`src/rtl/regfile.sv`:
```
// rtl/regfile.sv - 32x32 register file, one write port, two read ports with same-cycle WB bypass
module regfile #(
    parameter int DATA_W   = 32,
    parameter int ADDR_W   = 5,
    parameter int NUM_REGS = 32
) (
    input  logic              clk,
    input  logic              rst,
    input  logic              we,
    input  logic [ADDR_W-1:0] waddr,
    input  logic [DATA_W-1:0] wdata,
    input  logic              re1,
    input  logic [ADDR_W-1:0] raddr1,
    output logic [DATA_W-1:0] rdata1,
    input  logic              re2,
    input  logic [ADDR_W-1:0] raddr2,
    output logic [DATA_W-1:0] rdata2
);

    logic [DATA_W-1:0] regs [NUM_REGS];

    always_ff @(posedge clk) begin
        if (rst) begin
            for (int i = 0; i < NUM_REGS; i++) begin
                regs[i] <= '0;
            end
        end else if (we && (waddr != '0)) begin
            regs[waddr] <= wdata;
        end
    end

    // Bypass lets the ID stage see the value WB is writing this very cycle.
    always_comb begin
        rdata1 = '0;
        if (rst || (raddr1 == '0) || !re1) begin
            rdata1 = '0;
        end else if (we && (raddr1 == waddr)) begin
            rdata1 = wdata;
        end else begin
            rdata1 = regs[raddr1];
        end
    end

    always_comb begin
        rdata2 = '0;
        if (rst || (raddr2 == '0) || !re2) begin
            rdata2 = '0;
        end else if (we && (raddr2 == waddr)) begin
            rdata2 = wdata;
        end else begin
            rdata2 = regs[raddr2];
        end
    end

endmodule

```
`config.mk`:
```
export PLATFORM = sky130hd
export DESIGN_NAME = regfile
export DESIGN_NICKNAME = d
export VERILOG_FILES = /design/src/rtl/regfile.sv
export SDC_FILE = /design/constraint.sdc
export NUM_CORES = 2
export LEC_CHECK = 0
export CAP_MARGIN = 20
export CORE_UTILIZATION = 40
export DETAILED_ROUTE_END_ITERATION = 8
export GPL_TIMING_DRIVEN = 0
export SYNTH_ARGS = -nofsm -noshare
export SYNTH_HDL_FRONTEND = slang
export SYNTH_SLANG_ARGS = --single-unit
```
`constraint.sdc`:
```
create_clock -name clk -period 2.7 [get_ports clk]
set_clock_uncertainty 0.05 [all_clocks]
set_input_delay 0.405 -clock clk [delete_from_list [all_inputs] [get_ports clk]]
set_output_delay 0.405 -clock clk [all_outputs]
set_load 0.05 [all_outputs]
```
==> impl_metrics.json <==
{
  "globalRoute.totalOverflow": 0,
  "h_tree_depth": 3,
  "dpl_cell_area_sq_mm": 0.0585,
  "initial_antenna_violation_count": 9,
  "layout_worst_path_cycle_share": 1.26,
  "end_kind": "output pin",
  "viasPerCell": 6.37,
  "grt_setup_unrepaired": "yes",
  "largest_net_degree_at_the_start_of_global_routing": 33,
  "yosys_register_bits": 1024,
  "leakagePower_nw": 22.9,
  "synth.lib_cells_used.distinct": 49,
  "timing_hold_violations_final": 0,
  "yosysWarningCount": 0,
  "worst-endpoint-required_ns": 2.25,
  "place.detailed.instances": 5720,
  "avgRoutedWirePerCell_um": 36.6,
  "first_global_vias": 37206,
  "status": "finished with violations",
  "die-width_um": 373,
  "dominantRegCellSynth": "sky130_fd_sc_hd__edfxtp_1",
  "floorplan.io_pins": 116,
  "design.core.area_sq_mm": 0.136,
  "hold_class": "in -> reg",
  "post-dp-hpwl_mm": 154,
  "path_cells": "mux4_2 > mux4_2 > or2_0 > a32o_2 > buf_6",
  "fin_util": 0.486,
  "clk_pin_slew_worst_paths_ns": 0.07,
  "fin_area_sq_mm": 0.0660,
  "hold_ws_ns": 0.453,
  "timing.critical_path.mode_cell": "sky130_fd_sc_hd__mux4_2",
  "worst-setup-path-type": "reg -> out",
  "critPathLaunchType": "flip-flop",
  "post_synth_edffs": 1024,
  "xor_and_xnor_area_share_after_synthesis": 0.00159,
  "final-max-slew-violation-count": 0,
  "layout_min_cycle_time_ns": 3.41,
  "fraction_of_registers_with_async_set_reset": 0,
  "cts-buffers-inserted": 105,
  "multiplexer_area_fraction_after_synthesis": 0.205,
  "filler_cells_inserted": 11648,
  "mostFrequentLayoutCell": "sky130_fd_sc_hd__edfxtp_1",
  "first_pass_iters": 8,
  "largest_register": "regs",
  "count_of_endpoints_failing_setup_in_the_final_report": 193,
  "slew_headroom": 0.106,
  "row_count": 135,
  "main_combinational_cell_family_by_area_after_synthesis": "multiplexers",
  "fin_cells": 5982,
  "final_cell_mix": "sky130_fd_sc_hd__edfxtp_1, sky130_fd_sc_hd__and2_1, sky130_fd_sc_hd__mux4_2, sky130_fd_sc_hd__mux2i_1, sky130_fd_sc_hd__clkbuf_1",
  "synth_area_per_cell_sq_um": 14.5,
  "clkSinkCount": 1024,
  "largest_registers": "regs x1024",
  "port_buffers": 102,
  "fp.dieArea_sq_mm": 0.139,
  "initial_utilization": 0.404,
  "drv_cap": 0,
  "synth-compound-area-share": 0.0691,
  "failed_checks": "setup timing",
  "worstMarginPinSlew_ns": 1.34,
  "largest_register_ffs": 1024,
  "post_synth_instance_area_sq_mm": 0.0549,
  "timing.final.ws_setup_ns": -0.705,
  "nNetsFinal": 4157,
  "critical_path.max_fanout": 2,
  "crit_arrival_ns": 2.95,
  "die-height_um": 373,
  "cts_tree": "done",
  "post-route-drc-count": 0,
  "grtUsageTotal": 0.313,
  "pre_cts_slack_ns": -2.51,
  "hold_path_startpoint": "wdata[17]",
  "postSynthCellCount": 3798,
  "gp_congestion": 0.994,
  "detail_route.iter0.violations": 6041,
  "detailroute.via_count": 38086,
  "areaGrowthSynthToFinish_pct": 20.2,
  "cts-hold-fix-buffers": 0,
  "cts_root_buffer": "sky130_fd_sc_hd__clkbuf_16",
  "peak_supply_drop_uv": 486,
  "drive_above_1_share": 0.301,
  "slowest_delay_ns": 0.56,
  "achievable-frequency_mhz": 294,
  "yosys.area_share.simple": 0.132,
  "grt_pass1_wl_mm": 296,
  "cpMaxStageDelayCell": "sky130_fd_sc_hd__mux4_2",
  "synth_sequential_area_ratio": 0.560,
  "postRouteAntennaNets": 0,
  "route.final.wire_length_mm": 219,
  "max-clock-path-buffers": 3,
  "worst_setup_path_startpoint": "regs[11][30]",
  "synthAdderAreaFrac": 0,
  "power-per-cell-area_mw_per_mm2": 617
}
final timing paths:
check	cells after the start	to	slack (ns)
worst min-delay path	2	regs[5][17]	0.45
worst max-delay path	5	rdata1[30]	-0.71
critical path, delay by kind of cell (launching register included):
family	cells	cell delay (ns)
mux	2	1.07
flops	1	0.42
compound gates	1	0.32
simple gates	1	0.24
buf+inv	1	0.17
per-stage QoR:
step | power, mW | setup TNS, ns
2_1_floorplan | 22.0 | -0.357
5_1_grt | 41.4 | -29.34
4_1_cts | 40.3 | -28.64
6_report | 40.7 | -35.79
3_3_place_gp | 24.1 | -2222.75
3_5_place_dp | 24.2 | -2249.18
metal layers:
metal | part of all wire | up-vias | GRT usage
li1 | - | 15325 | -
met1 | 0.37 | 19657 | 0.414
met2 | 0.45 | 2661 | 0.474
met3 | 0.13 | 437 | 0.0943
met4 | 0.048 | 6 | 0.141
met5 | 0.00016 | - | 0
where the power goes:
group | internal, mW | switching, mW | leakage (nW)
clock | 9.01 | 6.70 | 1.77
combinational | 2.36 | 3.77 | 11.3
sequential | 18.4 | 0.472 | 9.75
area by class of cell:
type                            instances  area [sq um]  share of cell area
Sequential cell                      1024         30700               0.466
Buffer                                416          2770              0.0420
Multi-Input combinational cell       2406         24900               0.377
Tap cell                             1781          2230              0.0338
Antenna cell                            6          15.0            0.000228
Timing Repair Buffer                  150          1690              0.0257
Inverter                                2          8.76            0.000133
Clock buffer                          119          2700              0.0409
Clock inverter                         78           911              0.0138
synth_stat cells, drive strengths merged, types with 2 or more instances:
master   number  area [sq um]
o22ai        31           194
xor2          4          35.0
a211oi       30           225
xnor2         6          52.6
buf         101           607
a22oi        62           465
a2111oi      31           348
mux2i       252          2520
a22o         62           543
mux4        387          8720
o221ai       32           280
o21ai        33           165
a21oi        94           470
a31oi        31           194
a221o        31           310
nor3          2          10.0
clkbuf      317          1190
nor2         38           145
nand3b        7          52.6
and2        993          6210
nand2        74           278
nand3         5          25.0
or3b          3          26.3
nor4          2          12.5
or2          33           206
nor2b        36           225
edfxtp     1024         30700
a221oi       63           552
what timing repair did:
action	in CTS	in global routing
gates cloned	18	3
setup endpoints to repair	1723	256
resized for setup	1179	129
pin swaps	112	70
buffers inserted	21	17
kinds of logic after synthesis:
group           Yosys count
other cells               1
mux                     640
compound gates          505
buf+inv                 420
simple gates           1198
xor+xnor                 10
flops                  1024
Power figures use the tool's default switching activity.
